$ cat src/rtl/uart_rx_ctrl.sv
// UART receive controller: synchronises rx_in, frames start/data/stop bits on clk_bps pulses.
// Optional parity (state PARITY, parity_err strobe) compiled in with `define UART_PARITY_EN.
module uart_rx_ctrl #(
    parameter int DATA_BITS   = 8,
    parameter int SYNC_STAGES = 2,
    parameter int PARITY_ODD  = 0
) (
    input  logic                 clk,
    input  logic                 rst,
    input  logic                 rx_in,
    input  logic                 clk_bps,
    output logic                 bps_start,
    output logic [DATA_BITS-1:0] rx_data,
    output logic                 rx_valid,
    output logic                 frame_err,
    output logic                 parity_err
);

`ifdef UART_PARITY_EN
    typedef enum logic [2:0] {IDLE, START, DATA, PARITY, STOP} state_t;
`else
    typedef enum logic [2:0] {IDLE, START, DATA, STOP} state_t;
`endif

    localparam int         IW   = $clog2(DATA_BITS);
    localparam logic [3:0] LAST = 4'(DATA_BITS - 1);

    state_t                 state, state_n;
    logic [SYNC_STAGES-1:0] sync;
    logic                   rx_s, rx_prev, fall;
    logic [3:0]             bit_cnt;
    logic [DATA_BITS-1:0]   shift_reg;
    logic                   par_bad;
    logic                   start_frame, end_frame, shift_en, cnt_clr;
    logic                   good, ferr, perr;

    assign rx_s = sync[SYNC_STAGES-1];
    assign fall = rx_prev & ~rx_s;

`ifdef UART_PARITY_EN
    logic par_bit, par_cap;
    assign par_bad = par_bit ^ (^shift_reg) ^ 1'(PARITY_ODD);

    always_ff @(posedge clk) begin
        if (rst)          par_bit <= 1'b0;
        else if (par_cap) par_bit <= rx_s;
    end
`else
    assign par_bad = 1'b0;
`endif

    always_ff @(posedge clk) begin
        if (rst) begin
            sync    <= '1;
            rx_prev <= 1'b1;
        end else begin
            sync    <= {sync[SYNC_STAGES-2:0], rx_in};
            rx_prev <= rx_s;
        end
    end

    always_comb begin
        state_n     = state;
        start_frame = 1'b0;
        end_frame   = 1'b0;
        shift_en    = 1'b0;
        cnt_clr     = 1'b0;
        good        = 1'b0;
        ferr        = 1'b0;
        perr        = 1'b0;
`ifdef UART_PARITY_EN
        par_cap     = 1'b0;
`endif
        case (state)
            IDLE: if (fall) begin
                state_n     = START;
                start_frame = 1'b1;
            end
            START: if (clk_bps) begin
                if (!rx_s) begin
                    state_n = DATA;
                    cnt_clr = 1'b1;
                end else begin
                    state_n   = IDLE;
                    end_frame = 1'b1;
                end
            end
            DATA: if (clk_bps) begin
                shift_en = 1'b1;
`ifdef UART_PARITY_EN
                if (bit_cnt == LAST) state_n = PARITY;
`else
                if (bit_cnt == LAST) state_n = STOP;
`endif
            end
`ifdef UART_PARITY_EN
            PARITY: if (clk_bps) begin
                par_cap = 1'b1;
                state_n = STOP;
            end
`endif
            STOP: if (clk_bps) begin
                state_n   = IDLE;
                end_frame = 1'b1;
                // frame error wins over parity error so the two never strobe together
                if (!rx_s)        ferr = 1'b1;
                else if (par_bad) perr = 1'b1;
                else              good = 1'b1;
            end
            default: state_n = IDLE;
        endcase
    end

    always_ff @(posedge clk) begin
        if (rst) begin
            state      <= IDLE;
            bps_start  <= 1'b0;
            rx_data    <= '0;
            rx_valid   <= 1'b0;
            frame_err  <= 1'b0;
            parity_err <= 1'b0;
            bit_cnt    <= '0;
            shift_reg  <= '0;
        end else begin
            state      <= state_n;
            rx_valid   <= good;
            frame_err  <= ferr;
            parity_err <= perr;
            if (start_frame)    bps_start <= 1'b1;
            else if (end_frame) bps_start <= 1'b0;
            if (cnt_clr)                          bit_cnt <= '0;
            else if (shift_en && bit_cnt != LAST) bit_cnt <= bit_cnt + 4'd1;
            if (shift_en) shift_reg[bit_cnt[IW-1:0]] <= rx_s;
            if (good)     rx_data <= shift_reg;
        end
    end

endmodule

$ cat config.mk
export PLATFORM = sky130hd
export DESIGN_NAME = uart_rx_ctrl
export DESIGN_NICKNAME = d
export VERILOG_FILES = /design/src/rtl/uart_rx_ctrl.sv
export SDC_FILE = /design/constraint.sdc
export NUM_CORES = 1
export LEC_CHECK = 0
export BUFFER_PORTS_ARGS = -buffer_cell sky130_fd_sc_hd__clkbuf_2
export CORE_ASPECT_RATIO = 1.2
export CORE_UTILIZATION = 35
export DETAILED_ROUTE_END_ITERATION = 10
export HOLD_SLACK_MARGIN = 0.05
export PLACE_DENSITY = 0.5
export SLEW_MARGIN = 20
export SYNTH_ARGS = -nofsm -noshare
export SYNTH_HDL_FRONTEND = slang
export SYNTH_SLANG_ARGS = --single-unit
$ cat constraint.sdc
create_clock -name clk -period 1.25 [get_ports clk]
set_clock_uncertainty 0.05 [all_clocks]
set_input_delay 0.1875 -clock clk [delete_from_list [all_inputs] [get_ports clk]]
set_output_delay 0.1875 -clock clk [all_outputs]
set_load 0.05 [all_outputs]
# Yosys cells after proc, flatten, opt, wreduce, memory -nomap -nowiden
# Index checks and enable logic that the tools add are counted.
# Widths: inputs -> output; s select.
[word_totals] register_bits=29 in_bits=4 output_inout_bits=12 elab_cells=55
[classes] add_sub_neg=1 order_cmp=2 eq_ne=10 mux=23 bitwise=3 n_reduce_logical=7
[op_table] cell="$mux 3" count=5
[op_table] cell="$mux 1" count=13
[op_table] cell="$pmux 3 s4" count=1
[op_table] cell="$ne 2x2->1 const B" count=5
[op_table] cell="$bwmux 8" count=1
[op_table] cell="$eq 3x2->1 const B" count=2
[op_table] cell="$reduce_and 5->1" count=1
[op_table] cell="$add 4x1->4 const B" count=1
[op_table] cell="$eq 4x3->1 const B" count=1
[op_table] cell="$lt 3x4->1 const B" count=1
[op_table] cell="$ne 4x3->1 const B" count=1
[op_table] cell="$reduce_or 2->1" count=2
[op_table] cell="$demux 1 s3" count=1
[op_table] cell="$eq 3x1->1 const B" count=1
[op_table] cell="$ge 3x1->1 const B" count=1
[op_table] cell="$logic_not 3->1" count=1
[op_table] cell="$logic_and 1x1->1" count=2
[op_table] cell="$mux 2" count=1
[op_table] cell="$not 1->1" count=2
[op_table] cell="$pmux 1 s2" count=1
[op_table] cell="$reduce_bool 2->1" count=1
[op_table] cell="$and 1x1->1" count=1

# Depth between registers and ports, before layout
[depth] depth_word=5 ltp_mapped=5 depth_no_buf=4

# Least setup slack after synthesis
# Ideal clock, no wire load.
[synth_timing] path_type="register to register" startpoint="reg bit_cnt[0]" endpoint="reg bit_cnt[1]" t_arrival_ns=0.972 required_time_ns=1.081 path_slack_ns=0.109 path_stages_with_launch=5 path_buffers=0 cell_sequence="dfxtp_1 -> ha_1 -> and3b_1 -> o21ai_0 -> a21oi_1"
[synth_via] elab_chain_len=2 word_cells_on_any_way=3
[synth_lines] item="start: declaration" line_no="31" rtl="logic [3:0] bit_cnt;"
[synth_lines] item="start signal: assignment" line_no="132" rtl="else if (shift_en && bit_cnt != LAST) bit_cnt <= bit_cnt + 4'd1;"
[synth_lines] item="branches (longest 2 deep; another with $add 4x1->4)"
# Several ways; the timed one is not identified.
# A chain may end at the register's enable or synchronous reset.

# Worst setup path in the final report
[layout_timing] startpoint="reg state[1]" endpoint="reg bit_cnt[2]"
[layout_via] elab_chain_len=3 word_cells_on_any_way=6
[layout_lines] item="start: declaration" line_no="28" rtl="state_t state, state_n;"
[layout_lines] item="start signal: assignment" line_no="125" rtl="state <= state_n;"
[layout_lines] item="$eq 3x1->1 / $eq 3x2->1 (equally long branches)" line_no="74" rtl="case (state)"
[layout_lines] item="$mux 1" line_no="74"
[layout_lines] item="$reduce_or 2->1 (no line) / $logic_and 1x1->1 (equally long branches)"
# Parallel ways exist; a longest one is shown, timed or not.

==> flow_metrics.env <==
export IMPL_hold_viol=0
export IMPL_synthesis_area_um2=1210
export IMPL_drv_slew=0
export IMPL_synthCells=136
export IMPL_placed_area_um2=1330
export IMPL_final_antenna_net_count=0
export IMPL_post_dp_hpwl_um=1600
export IMPL_layout_cells_non_filler=192
export IMPL_wire_per_inst_um=11.8
export IMPL_diodes=0
export IMPL_pwr_share_comb_pct=4.8
export IMPL_regToRegEndpoint="bit_cnt[2]"
export IMPL_ys_types=31
export IMPL_cts_root_buf="clkbuf_8"
export IMPL_crit_start="state[1]"
export IMPL_r2r_cells=4
export IMPL_clkPwrFrac_pct=42.0
export IMPL_portBuffers=14
export IMPL_hold_depth=3
export IMPL_yosys_area_top_type="dfxtp_1"
export IMPL_yosysWarnings=0
export IMPL_post_place_cells=187
export IMPL_max_cap_viol_count=0
export IMPL_place_congestion=0.722
export IMPL_grt_setup_unrepaired="no"
export IMPL_postCtsSetupRepairBufs=0
export IMPL_min_delay_start="clk_bps"
export IMPL_clkSinkCount=28
export IMPL_grt_pass1_wl_um=3920
export IMPL_crit_chain="buf_4 -> nor2_1 -> a31o_2 -> nor3_1"
export IMPL_fp_dieArea_um2=3690
export IMPL_drt_iter0_drc=28
export IMPL_final_setup_viol_count=0
export IMPL_switching_share_pct=20.3
export IMPL_drc_errors=0
export IMPL_fp_dieW_um=55.6
export IMPL_fmax_mhz=837
export IMPL_htree_num_levels=1
export IMPL_power_density_nw_per_um2=1200
export IMPL_p_int_uw=1360
export IMPL_via_per_inst=4.91
export IMPL_leakage_uw=0.000573
export IMPL_crit_required_ns=1.41
export IMPL_cp_num_buf_inv=1
export IMPL_grt_total_usage_pct=13.8
export IMPL_cp_start_kind="register"
export IMPL_yosys_area_top_type_share_pct=46.4
export IMPL_slowest_delay_ns=0.40
export IMPL_crit_family="flip-flops"
export IMPL_nets=161
export IMPL_cts_buffer_depth=2
export IMPL_ios=16
export IMPL_drive_gt1_share_pct=25.2
export IMPL_fin_tns_setup_ns=0
export IMPL_layout_common_cells="dfxtp_1 (27), nand2_1 (26), a21oi_1 (17)"
export IMPL_start_util_pct=36.5
export IMPL_synth_area_leaders="dfxtp_1 (46%), nand2_1 (8.1%), a21oi_1 (7.0%)"
export IMPL_r2r_start="state[1]"
export IMPL_fin_crit_sh_pct=95.6
export IMPL_antenna_found_initial=0
export IMPL_ys_ff_latch=28
export IMPL_holdCritPathClass="in -> reg"
export IMPL_cpMaxStageDelayCell="dfxtp_1"
export IMPL_cp_end_kind="register"
export IMPL_placementRows=23
export IMPL_synth_fp_nets=141
export IMPL_num_vias=943
export IMPL_dp_worst_setup_slack_ns=0.0209
export IMPL_core_area_um2=3310
export IMPL_totalWireLength_um=2260
export IMPL_numCtsBuffers=3
export IMPL_crit_arrival_ns=1.36
export IMPL_avgSynthCellArea_um2=8.89
export IMPL_path_clk_slew_ns=0.10
export IMPL_final_cell_area_um2=1420
export IMPL_pwr_share_seq_pct=53.3
export IMPL_fill_cells=352
export IMPL_final_min_clock_period_ns=1.20
export IMPL_seq_area_frac_synth_pct=46.4
export IMPL_whs_ns=0.230
export IMPL_outcome="complete, no violations"
export IMPL_reg2reg_slack_ns=0.05
export IMPL_gr_total_overflow=0
export IMPL_die_h_um=66.4
export IMPL_grt_max_degree=18
export IMPL_cts_tree="done"
export IMPL_crit_type="reg -> reg"
export IMPL_areaGrowthSynthToFinish_pct=17.5
export IMPL_crit_fanout=6
export IMPL_grt_pass1_vias=876
export IMPL_layout_commonest_cell="dfxtp_1"
export IMPL_min_to="frame_err"
export IMPL_clock_latency_ns=0.28
export IMPL_drt_pass1_iter_count=4
export IMPL_fin_ws_ns=0.0548
export IMPL_switchingPower_uw=347
export IMPL_peakVddDrop_uv=686
-- power by group through the flow --
| stage | clock network [uW] | logic, uW | registers, uW |
|---|---|---|---|
| floorplan | 0 | 58.8 | 936 |
| global placement | 0 | 80.2 | 930 |
| detailed placement | 0 | 80.4 | 930 |
| CTS | 737 | 83.1 | 909 |
| global route | 769 | 89.3 | 911 |
| finish | 716 | 81.8 | 909 |
-- logic make-up after synthesis --
| logic type | share of synthesized area, % |
|---|---|
| other cells | 0.310 |
| fa+ha+maj | 1.04 |
| mux | 4.97 |
| compound gates | 12.0 |
| buf+inv | 6.31 |
| simple gates | 29.0 |
| flops | 46.4 |
-- stage by stage --
stage,total power [uW],util [%]
finish,1710,42.9
global route,1770,42.9
CTS,1730,42.6
detailed placement,1010,40.1
global placement,1010,40.1
floorplan,995,-
-- area by class of cell --
| type | instances | area, um^2 | area share [%] |
|---|---|---|---|
| clock inverter | 1 | 30.0 | 2.11 |
| timing repair buffer | 25 | 155 | 10.9 |
| sequential | 28 | 562 | 39.6 |
| clock buffer | 3 | 41.3 | 2.91 |
| inverter | 1 | 3.75 | 0.264 |
| multi-input combinational | 97 | 582 | 41.0 |
| tap | 37 | 46.3 | 3.26 |
-- how the worst max path moves through the flow --
stage / depth (start not counted) / slack, ns / to
floorplan: 4 / 0.11 / bit_cnt[1]
global placement: 4 / 0.07 / bit_cnt[2]
detailed placement: 4 / 0.02 / bit_cnt[0]
CTS: 4 / 0.008 / bit_cnt[0]
global route: 4 / 0.005 / bit_cnt[2]
finish: 4 / 0.05 / bit_cnt[2]
-- synthesized netlist by cell type (all sizes together) --
cell	instances
inv	1
mux2i	6
o21ai	4
a31o	1
nor2b	2
and4b	1
a21oi	17
dfxtp	28
nand3b	2
o31ai	2
buf	9
o21bai	1
nand4	3
nand2b	7
or2	3
and4bb	1
and4	1
ha	1
conb	1
and3b	2
nor2	6
o41ai	1
nor3	1
nor3b	1
nand3	7
clkbuf	1
nand2	26
-- timing repair --
item | CTS | global route
endpoints found under the hold margin | 1 | 0
endpoints found under the setup margin | 0 | 3
resized for setup | 0 | 3
hold buffers | 1 | 0
-- routing by layer --
layer | up-vias | track usage, % | part of all wire [%]
met2 | 11 | 23.5 | 46
met1 | 427 | 16.6 | 50
met5 | - | 0 | 0
met3 | 4 | 2.35 | 1.8
met4 | 0 | 7.50 | 1.7
li1 | 501 | - | -
-- worst reg2reg max path, cell delays in order (launching register included) --
cell and delay (ns):
dfxtp_1 0.40, buf_4 0.17, nor2_1 0.05, a31o_2 0.29, nor3_1 0.17
No activity file was read; power rests on OpenSTA's default activity.
